### config.mk
export PLATFORM = sky130hd
export DESIGN_NAME = vx_warp_stall_arb_flat
export DESIGN_NICKNAME = d
export VERILOG_FILES = /design/src/rtl/vx_warp_stall_arb_if.sv /design/src/rtl/vx_warp_stall_arb.sv /design/src/flat_wrapper.sv
export SDC_FILE = /design/constraint.sdc
export NUM_CORES = 1
export LEC_CHECK = 0
export CORE_UTILIZATION = 45
export CTS_CLUSTER_DIAMETER = 60
export DETAILED_ROUTE_END_ITERATION = 12
export PLACE_DENSITY = 0.78
export SETUP_SLACK_MARGIN = 0.15
export SLEW_MARGIN = 40
export SYNTH_ARGS = -nofsm -noshare
export SYNTH_HDL_FRONTEND = slang
export SYNTH_SLANG_ARGS = --single-unit
### constraint.sdc
create_clock -name clk -period 2.6 [get_ports clk]
set_clock_uncertainty 0.2 [all_clocks]
set_input_delay 0.52 -clock clk [delete_from_list [all_inputs] [get_ports clk]]
set_output_delay 0.52 -clock clk [all_outputs]
set_load 0.02 [all_outputs]
### src/rtl/vx_warp_stall_arb_if.sv
// Scheduler-side channel bundle for vx_warp_stall_arb.
// master = arbiter, slave = warp control / decode / fetch side.
interface vx_warp_stall_arb_if #(
  parameter int NUM_WARPS = 4,
  parameter int NW_WIDTH  = (NUM_WARPS > 1) ? $clog2(NUM_WARPS) : 1
);
  logic [NUM_WARPS-1:0] active_mask;
  logic                 decode_valid;
  logic                 decode_is_wstall;
  logic [NW_WIDTH-1:0]  decode_wid;
  logic                 unlock_valid;
  logic [NW_WIDTH-1:0]  unlock_wid;
  logic                 sched_valid;
  logic [NW_WIDTH-1:0]  sched_wid;
  logic                 sched_ready;
  logic [NUM_WARPS-1:0] stalled_mask;

  modport master (
    input  active_mask,
    input  decode_valid,
    input  decode_is_wstall,
    input  decode_wid,
    input  unlock_valid,
    input  unlock_wid,
    input  sched_ready,
    output sched_valid,
    output sched_wid,
    output stalled_mask
  );

  modport slave (
    output active_mask,
    output decode_valid,
    output decode_is_wstall,
    output decode_wid,
    output unlock_valid,
    output unlock_wid,
    output sched_ready,
    input  sched_valid,
    input  sched_wid,
    input  stalled_mask
  );
endinterface

### src/rtl/vx_warp_stall_arb.sv
// Round-robin warp scheduler with per-warp IDLE/PENDING/WSTALL tracking.
// Optional WSTALL_PERF_EN adds a saturating 44-bit wstall cycle counter.
module vx_warp_stall_arb #(
  parameter int NUM_WARPS = 4,
  parameter int NW_WIDTH  = (NUM_WARPS > 1) ? $clog2(NUM_WARPS) : 1
) (
  input  logic                 clk,
  input  logic                 reset,
  vx_warp_stall_arb_if.master  bus
`ifdef WSTALL_PERF_EN
  ,
  output logic [43:0]          perf_wstall_cycles
`endif
);

  typedef enum logic [1:0] {
    IDLE    = 2'd0,
    PENDING = 2'd1,
    WSTALL  = 2'd2
  } wst_e;

  wst_e                 st_q [NUM_WARPS];
  wst_e                 st_d [NUM_WARPS];
  logic [NW_WIDTH-1:0]  rr_q;
  logic [NW_WIDTH-1:0]  rr_d;
  logic [NUM_WARPS-1:0] elig;
  logic [NUM_WARPS-1:0] stalled;
  logic [NUM_WARPS-1:0] fire_hit;
  logic [NUM_WARPS-1:0] dec_hit;
  logic [NUM_WARPS-1:0] unl_hit;
  logic                 found;
  logic [NW_WIDTH-1:0]  pick;
  logic [NW_WIDTH-1:0]  idx;
  logic                 fire;

  always_comb begin
    elig    = '0;
    stalled = '0;
    for (int w = 0; w < NUM_WARPS; w++) begin
      elig[w]    = bus.active_mask[w] && (st_q[w] == IDLE);
      stalled[w] = (st_q[w] != IDLE);
    end
  end

  // Offer depends only on registered state and active_mask.
  always_comb begin
    found = 1'b0;
    pick  = rr_q;
    idx   = '0;
    for (int i = 0; i < NUM_WARPS; i++) begin
      idx = rr_q + NW_WIDTH'(i);
      if (!found && elig[idx]) begin
        found = 1'b1;
        pick  = idx;
      end
    end
  end

  assign bus.sched_valid  = found;
  assign bus.sched_wid    = pick;
  assign bus.stalled_mask = stalled;
  assign fire             = found && bus.sched_ready;

  always_comb begin
    fire_hit = '0;
    dec_hit  = '0;
    unl_hit  = '0;
    for (int w = 0; w < NUM_WARPS; w++) begin
      fire_hit[w] = fire && (pick == NW_WIDTH'(w));
      dec_hit[w]  = bus.decode_valid
                 && (bus.decode_wid == NW_WIDTH'(w));
      unl_hit[w]  = bus.unlock_valid
                 && (bus.unlock_wid == NW_WIDTH'(w));
    end
  end

  always_comb begin
    rr_d = rr_q;
    if (fire)
      rr_d = pick + NW_WIDTH'(1);
    for (int w = 0; w < NUM_WARPS; w++) begin
      st_d[w] = st_q[w];
      unique case (1'b1)
        (st_q[w] == IDLE): begin
          if (fire_hit[w])
            st_d[w] = PENDING;
        end
        (st_q[w] == PENDING): begin
          // A same-cycle unlock cancels the stall.
          if (dec_hit[w])
            st_d[w] = (bus.decode_is_wstall && !unl_hit[w])
                    ? WSTALL : IDLE;
        end
        (st_q[w] == WSTALL): begin
          if (unl_hit[w])
            st_d[w] = IDLE;
        end
        default: st_d[w] = IDLE;
      endcase
    end
  end

  always_ff @(posedge clk) begin
    if (reset) begin
      rr_q <= '0;
      for (int w = 0; w < NUM_WARPS; w++)
        st_q[w] <= IDLE;
    end else begin
      rr_q <= rr_d;
      for (int w = 0; w < NUM_WARPS; w++)
        st_q[w] <= st_d[w];
    end
  end

`ifdef WSTALL_PERF_EN
  logic any_ws;

  always_comb begin
    any_ws = 1'b0;
    for (int w = 0; w < NUM_WARPS; w++)
      if (st_q[w] == WSTALL)
        any_ws = 1'b1;
  end

  always_ff @(posedge clk) begin
    if (reset)
      perf_wstall_cycles <= '0;
    else if (any_ws && !(&perf_wstall_cycles))
      perf_wstall_cycles <= perf_wstall_cycles + 44'd1;
  end
`endif

endmodule

### src/flat_wrapper.sv
// flat-port wrapper written by rule: the top's interface ports become plain ports
module vx_warp_stall_arb_flat 
#(
  parameter int NUM_WARPS = 4,
  parameter int NW_WIDTH  = (NUM_WARPS > 1) ? $clog2(NUM_WARPS) : 1
)
  (clk, reset, bus_active_mask, bus_decode_valid, bus_decode_is_wstall, bus_decode_wid, bus_unlock_valid, bus_unlock_wid, bus_sched_ready, bus_sched_valid, bus_sched_wid, bus_stalled_mask);
  vx_warp_stall_arb_if #(.NUM_WARPS(NUM_WARPS), .NW_WIDTH(NW_WIDTH)) bus_i ();
  input  logic clk;
  input  logic reset;
  input wire logic [$bits(bus_i.active_mask)-1:0] bus_active_mask;
  input wire logic [$bits(bus_i.decode_valid)-1:0] bus_decode_valid;
  input wire logic [$bits(bus_i.decode_is_wstall)-1:0] bus_decode_is_wstall;
  input wire logic [$bits(bus_i.decode_wid)-1:0] bus_decode_wid;
  input wire logic [$bits(bus_i.unlock_valid)-1:0] bus_unlock_valid;
  input wire logic [$bits(bus_i.unlock_wid)-1:0] bus_unlock_wid;
  input wire logic [$bits(bus_i.sched_ready)-1:0] bus_sched_ready;
  output wire logic [$bits(bus_i.sched_valid)-1:0] bus_sched_valid;
  output wire logic [$bits(bus_i.sched_wid)-1:0] bus_sched_wid;
  output wire logic [$bits(bus_i.stalled_mask)-1:0] bus_stalled_mask;
  assign bus_i.active_mask = bus_active_mask;
  assign bus_i.decode_valid = bus_decode_valid;
  assign bus_i.decode_is_wstall = bus_decode_is_wstall;
  assign bus_i.decode_wid = bus_decode_wid;
  assign bus_i.unlock_valid = bus_unlock_valid;
  assign bus_i.unlock_wid = bus_unlock_wid;
  assign bus_i.sched_ready = bus_sched_ready;
  assign bus_sched_valid = bus_i.sched_valid;
  assign bus_sched_wid = bus_i.sched_wid;
  assign bus_stalled_mask = bus_i.stalled_mask;
  vx_warp_stall_arb #(.NUM_WARPS(NUM_WARPS), .NW_WIDTH(NW_WIDTH)) u_core (.clk(clk), .reset(reset), .bus(bus_i));
endmodule
## Yosys cells after proc, flatten, opt, wreduce, memory -nomap -nowiden

Memories as Yosys holds them, arrays and structs flattened.
Index checks and enable logic that the tools add are counted.

| cells by class | value |
|---|---|
| add/subtract/negate cells | 4 |
| multiply operators | 0 |
| divide/modulo/power cells | 0 |
| $lt $le $gt $ge | 4 |
| equality and inequality tests | 17 |
| shift-type cells | 0 |
| mux-type cells | 42 |
| bitwise operators | 4 |
| reductions and logical operators | 42 |

Operators by type and width:

| cell | count |
|---|---|
| two-way mux 2 bit | 23 |
| logical AND 1 bit | 24 |
| case mux 2 bit (3 select lines) | 4 |
| == test 2 bit, second input constant | 10 |
| == test 2 x 1 -> 1 bit, second input constant | 7 |
| zero test 2 bit | 7 |
| less-than comparator 2 x 3 -> 1 bit, second input constant | 4 |
| two-way mux 1 bit | 11 |
| binary-select mux 1 bit (select 2 bit) | 4 |
| nonzero test 2 bit | 4 |
| zero test 1 bit | 7 |
| adder 2 x 1 -> 2 bit, second input constant | 2 |
| adder 2 bit, second input constant | 2 |
| bitwise OR 1 bit | 4 |

| word-level totals | value |
|---|---|
| bits in registers | 2 |
| latch bits | 0 |
| bits in writable memories | 8 |
| ROM bits | 0 |
| bits of input ports | 14 |
| output and inout bits | 7 |
| word-level logic and storage cells | 115 |
| memories kept | 1 |

Memory list:

| name | depth | width | rd ports | clocked after memory_dff | wr ports | RTL line | source |
|---|---|---|---|---|---|---|---|
| u_core.st_q | 4 | 2 | 4 | 0 | 4 | vx_warp_stall_arb.sv:22 | `wst_e st_q [NUM_WARPS];` |

## Logic depth before layout (Yosys ltp)

Gate-level depths: netlist of run 1.

| depth | value |
|---|---|
| depth in word-level cells | 19 |
| depth in mapped cells | 8 |
| gate-level depth less buffers | 7 |

## Worst setup path after synthesis of run 1

OpenSTA, ideal clock, no wires.

| timing path | value |
|---|---|
| path kind | input -> register |
| from | input port bus_active_mask[0] |
| to | memory u_core.st_q[1][0] (netlist bit) |
| library setup time | 0.103 ns |
| arrival time | 2.523 ns |
| required time | 2.297 ns |
| setup slack | -0.226 ns |
| cell stages on the path | 7 |
| path buffers | 1 |
| path through | or3b_1 -> clkbuf_1 -> o22ai_1 -> a221oi_1 -> ha_1 -> a21oi_2 -> a2111oi_2 |

RTL lines:

| element | RTL line | source |
|---|---|---|
| start: declaration | flat_wrapper.sv:11 | `input wire logic [$bits(bus_i.active_mask)-1:0] bus_active_mask;` |
| end: declaration | vx_warp_stall_arb.sv:22 |  |

## Worst setup path in the final report of run 1

| timing path | value |
|---|---|
| from | register u_core.rr_q[1] |
| to | output port bus_sched_wid[1] |

| between the ends | value |
|---|---|
| longest elaborated chain between the ends | 12 |
| elaborated cells on any way between the ends | 23 |
| classes of those cells | 3 x add/sub; 14 x mux; 6 x reduce/logical |

Ends and longest elaborated chain:

| element | RTL line | source |
|---|---|---|
| start: declaration | vx_warp_stall_arb.sv:24 | `logic [NW_WIDTH-1:0] rr_q;` |
| start signal: assignment | vx_warp_stall_arb.sv:109 | `rr_q <= rr_d;` |
| branches (longest 11 deep; another with adder 2 x 1 -> 2 bit) | -- |  |
| two-way mux 2 bit * | vx_warp_stall_arb.sv:52 | `if (!found && elig[idx]) begin` |
| end: declaration | flat_wrapper.sv:19 | `output wire logic [$bits(bus_i.sched_wid)-1:0] bus_sched_wid;` |

Every way passes the cells marked *. The select of a mux whose other input is x is not followed.

==> results of run 1 <==
## sequential cells by signal, summed over array words and instances (netlist names)
register	flops
u_core.st_q	8
u_core.rr_q	2
## worst min path at each step
stage | start | to | slack [ns] | cells past startpoint
floorplan | u_core.st_q[0][1] | u_core.st_q[0][0] | 0.25 | 1
finish | u_core.st_q[0][1] | u_core.st_q[0][0] | 0.36 | 2
CTS | u_core.rr_q[0] | u_core.rr_q[0] | 0.34 | 2
detailed placement | u_core.rr_q[0] | u_core.rr_q[0] | 0.32 | 2
global route | u_core.st_q[0][1] | u_core.st_q[0][0] | 0.39 | 2
global placement | u_core.st_q[0][1] | u_core.st_q[0][0] | 0.31 | 2
## repair_timing
action | in CTS | in global routing
pin swaps | 6 | 5
setup buffers | 2 | 3
setup endpoints to repair | 8 | 6
resized for setup | 35 | 6
## routing by layer
layer / track usage, % / part of all wire (%)
met4: 5.00 / 1.0
met5: 0 / 0
met3: 1.63 / 4.9
met1: 29.3 / 40
met2: 57.4 / 54
## worst register-to-register path: cells and delay by family, from the launching register on
family          cells  cell delay, ns
simple gates        2            0.86
compound gates      4            0.53
flops               1            0.32
buf+inv             3            0.29
fa+ha+maj           1            0.12
## Yosys cell counts, drive strengths merged (3+ instances only)
library cell and n:
a21oi 8, nor3b 5, nor4 3, dfxtp 10, or3b 4, inv 4, ha 4, nor2 5
nand2 3, a2111oi 3, mux2i 3, or2 4
## kinds of logic after synthesis
kind of cell,count (synthesis)
adder cells (fa/ha/maj),4
buffers and inverters,6
flip-flops,10
AND/OR/NAND/NOR,30
AO/OA/AOI/OAI,23
multiplexers,3
## cell usage in the layout, fill, tap and decap left out, types with 3 or more instances in the layout
master,netlist,layout
mux2i_1,3,3
or2_2,4,4
inv_1,4,4
or3b_4,2,4
nor4_1,3,3
nor2_1,5,5
ha_1,4,3
dfxtp_1,10,9
clkbuf_4,0,3
nand2_1,3,3
buf_4,0,23
a21oi_1,7,6
nor3b_1,5,3
buf_6,0,3
clkdlybuf4s50_1,0,13
## metrics by stage
stage          hold WS, ns  instances
2_1_floorplan        0.250         76
3_3_place_gp         0.315        128
3_5_place_dp         0.321        128
4_1_cts              0.342        133
5_1_grt              0.386        136
6_report             0.358        136
## power breakdown
group          internal (mW)  total [mW]  leakage (nW)  switching (mW)
clock network         0.0535       0.107        0.0138          0.0540
logic                  0.228       0.434         0.411           0.206
registers              0.171       0.186        0.0819          0.0146
total                  0.452       0.727         0.507           0.275
## area by class of cell
| type | count | area (sq um) |
|---|---|---|
| multi-input cells | 60 | 561 |
| fillers | 73 | 171 |
| repair buffers | 44 | 377 |
| flip-flops and latches | 10 | 201 |
| well taps | 15 | 18.8 |
| clock buffers | 3 | 22.5 |
| inverters | 4 | 15.0 |
==> results.ini, run 1 <==
[run_status]
status=finished, final reports clean

[drt]
vias_per_cell=6.13
dr.pass1.iters=4
drt_iter0_drc=17
wirelength_mm=2.30
wl_per_cell_um=16.9
vias=833
ant_nets=0
drcViolationCount=0

[cells_and_area]
fin_nets=141
diodes=0
area_growth_pct=74.0
fin_util_pct=87.5
drive_gt1_share_pct=44.6
stdcell_area_sq_um=1190

[timing]
finalHoldViolCount=0
fin_setup_tns_ns=0
rsz0062_at_grt=yes
slew_headroom_pct=71.4
finalWorstSetupSlack_ns=0.144
fin_crit_sh_pct=94.5
tightest_slew_ns=0.428
max_clock_freq_ghz=0.407
finalSetupViolCount=0
drv_slew=0
min_period_ns=2.46

[logic_synthesis]
muxShareOfSynthArea_pct=4.37
ys_async_sr_fraction_pct=0
yosys_warnings=0
synth_edf_count=0
synth-simple-area-share_pct=28.8
syn_inst=76
synth_top_family_by_area=simple AND/OR/NAND/NOR gates
ys_top_cells_by_area=dfxtp_1 (29%), ha_1 (7.3%), nor3b_1 (5.5%)
syn_nets=94
synth-compound-area-share_pct=27.1
synth_seq_area_share_pct=29.1
synth-seq-cells=10
synth.distinct_cells=30
synth_top_cell_area_share_pct=29.1
avgSynthCellArea_sq_um=9.04
synth_xor_area_share_pct=0
synth_adder_area_share_pct=7.29
yosysTopAreaCell=dfxtp_1
syn-cell-area_sq_um=687
synth-main-ff-cell=dfxtp_1

[grt]
grt_pass1_wl_mm=3.08
grt_overflow=0
grt_pass1_vias=734
antenna_found_initial=0
grt_max_degree=11
track_usage_pct=27.6

[worst_setup_path]
path_cells=or4b_4 -> a21o_1 -> a21oi_2 -> a21o_1 -> buf_6
crit_path_max_incr_delay_ns=0.56
regToRegSetupSlack_ns=0.16
cp.depth=5
crit_slowest_cell=or4b_4
crit_arrival_ns=1.74
cpMostUsedCell=a21o_1
worstReg2RegEnd=u_core.st_q[3][0]
cp_data_required_time_ns=1.88
path_buf_inv=1
crit_start=u_core.rr_q[1]
start_kind=register
endpoint_kind=output pin
crit_type=reg2out
critPathTopFamily=simple AND/OR/NAND/NOR gates
path_max_fanout=2
cp-endpoint=bus_sched_wid[1]
reg2reg_depth=10
rr_startpoint=u_core.rr_q[1]

[die]
die_w_um=41.1
fp-row-count=13
die_h_um=41.1
dieArea_sq_um=1690
core-area_sq_um=1370
start_util_pct=50.3
io_pins=21

[clock_network]
hold_buffers=0
cts_made_buffers=3
clk_latency_ns=0.26
clk_path_buf_depth=2
clk_pin_slew_worst_paths_ns=0.06
h-tree-depth=1
cts-root-buf=clkbuf_4
numClockSinks=10
cts_tree=built

[flow_run]
drv_cap=0

[pwr]
peakVddDrop_mv=0.487
p_leak_nw=0.507
fin_total_pwr_mw=0.727
cellPowerDensity_nw_per_um2=609

[place]
io_buffers=20
gp_congestion=0.729
dp_hpwl_mm=1.48
place_ws_ns=-0.676
dpl_cell_area_sq_um=1060

[min_path]
holdCritPathClass=reg2reg

(Power assumes the default switching activity.)
==> inputs of run 2 (changes only) <==
--- a/config.mk
+++ b/config.mk
@@ -9,6 +9,7 @@
 export CTS_CLUSTER_DIAMETER = 60
 export DETAILED_ROUTE_END_ITERATION = 12
 export PLACE_DENSITY = 0.78
+export RECOVER_POWER = 50
 export SETUP_SLACK_MARGIN = 0.15
 export SLEW_MARGIN = 40
 export SYNTH_ARGS = -nofsm -noshare
==> run 2 against run 1 <==
Net effect:
- critical path depth is 1 higher
- count of clock-buffer cells in the layout stayed put
- global-route usage stayed put
- routed wire length is 1.3% higher
- power is 1.2% lower
- via count is 0.24% higher
- flip-flop and latch count stayed put
- highest routed layer unchanged
- register-to-register slack worse by 0.04 ns
- combinational power is 2% lower
- cell count stayed put
- clock power hardly changed
==> results.ini, run 2 (synthesis gave the netlist of run 1 again) <==
[die]
core-area_sq_um=1370
io_pins=21
fp-row-count=13
dieArea_sq_um=1690
die_w_um=41.1
die_h_um=41.1
start_util_pct=50.3

[place]
dp_cells=128
place_ws_ns=-0.676
dp_hpwl_mm=1.48
gp_congestion=0.729
io_buffers=20

[grt]
grt_pass1_wl_mm=3.08
antenna_found_initial=0
grt_overflow=0
grt_pass1_vias=734
grt_max_degree=11
track_usage_pct=27.6

[timing]
finalHoldViolCount=0
finalWorstSetupSlack_ns=0.115
max_clock_freq_ghz=0.402
tightest_slew_ns=0.731
slew_headroom_pct=50.6
rsz0062_at_grt=yes
finalSetupViolCount=0
drv_slew=0
min_period_ns=2.48
fin_crit_sh_pct=95.6

[min_path]
holdCritPathClass=reg2reg

[worst_setup_path]
crit_arrival_ns=2.44
cp_data_required_time_ns=2.55
cpMostUsedCell=buf_4
crit_type=reg2reg
path_cells=buf_4 -> or3b_4 -> buf_4 -> a41oi_1 -> a21oi_1 -> nor4_1
crit_path_max_incr_delay_ns=0.61
crit_slowest_cell=a41oi_1
path_max_fanout=7
endpoint_kind=register
start_kind=register

[cells_and_area]
stdcell_count=136
top_register=u_core.st_q
layout_commonest_cell=buf_4
fin_nets=141
multi_input_area_sq_um=542
drive_gt1_share_pct=43.8
seq_area_sq_um=201
mostFrequentLayoutCells=buf_4 (23), clkdlybuf4s50_1 (9), dfxtp_1 (9)
largest_reg_flops=8
fillerInstances=74
area_growth_pct=71.2
diodes=0
fin_util_pct=86.1
largestRegisters=u_core.st_q x8, u_core.rr_q x2

[pwr]
peakVddDrop_mv=0.482
p_clk_share_pct=15.0
switchingPower_mw=0.272
fin_total_pwr_mw=0.719
internal_power_mw=0.447
combPwrFrac_pct=59.1
p_leak_nw=0.514
p_seq_share_pct=25.9
cellPowerDensity_nw_per_um2=611
power.share.switching_pct=37.8

[clock_network]
cts-root-buf=clkbuf_4
h-tree-depth=1
numClockSinks=10
clk_latency_ns=0.26
hold_buffers=0
cts_made_buffers=3
clk_pin_slew_worst_paths_ns=0.07
cts_tree=built
clk_path_buf_depth=2

[drt]
wirelength_mm=2.33
drcViolationCount=0
wl_per_cell_um=17.1
ant_nets=0
vias_per_cell=6.14
vias=835
drt_iter0_drc=3
dr.pass1.iters=4

[run_status]
status=finished, final reports clean

[flow_run]
drv_cap=0

-- run 2: cell count changes in the layout (fill, tap and decap cells not counted), sizes merged --
cell           before  now
dlygate4sd3         0    4
clkdlybuf4s50      13    9
-- run 2: power by group through the flow --
stage | Sequential [mW] | Combinational [mW] | Clock, mW
final | 0.186 | 0.425 | 0.108
after global routing | 0.187 | 0.450 | 0.116
after CTS | 0.182 | 0.402 | 0.105
after detailed placement | 0.184 | 0.341 | 0
after global placement | 0.183 | 0.332 | 0
after floorplan | 0.195 | 0.174 | 0
-- run 2: metal layers --
layer | part of all wire (%) | global-route usage, %
met5 | 0 | 0
met4 | 0.99 | 5.00
met3 | 4.5 | 1.63
met2 | 54 | 57.4
met1 | 41 | 29.3
-- run 2: critical path, delay by kind of cell (launching register included) --
family                 cells  cell delay, ns
and+or+nand+nor            2            0.73
DFF                        1            0.33
buffers and inverters      2            0.32
AOI/OAI and AO/OA          2            0.79
-- run 2: worst paths after layout --
check,startpoint,endpoint,slack (ns),depth (start not counted)
hold reg to reg,u_core.st_q[0][1],u_core.st_q[0][0],0.36,2
setup reg to reg,u_core.st_q[2][1],u_core.st_q[3][0],0.12,6
hold / removal,u_core.st_q[0][1],u_core.st_q[0][0],0.36,2
setup / recovery,u_core.st_q[2][1],u_core.st_q[3][0],0.12,6
-- run 2: layout make-up --
cell class	instances	share of cell area (%)
Timing Repair Buffer	44	32.0
Tap cell	15	1.60
Clock buffer	3	1.91
Multi-Input combinational cell	60	46.1
Sequential cell	10	17.1
Inverter	4	1.28
-- run 2: timing repair --
action                     4_1_cts  5_1_grt
gates resized for setup         35        6
cloned                           0        0
setup buffers                    2        3
pin swaps                        6        5
setup endpoints to repair        8        6
-- run 2: through the flow --
step	hold WS (ns)	setup TNS (ns)	instance area, sq um
floorplan	0.250	0	704
detailed placement	0.321	-3.38	1060
CTS	0.342	0	1160
global route	0.386	0	1180
global placement	0.315	-2.78	1060
finish	0.362	0	1180
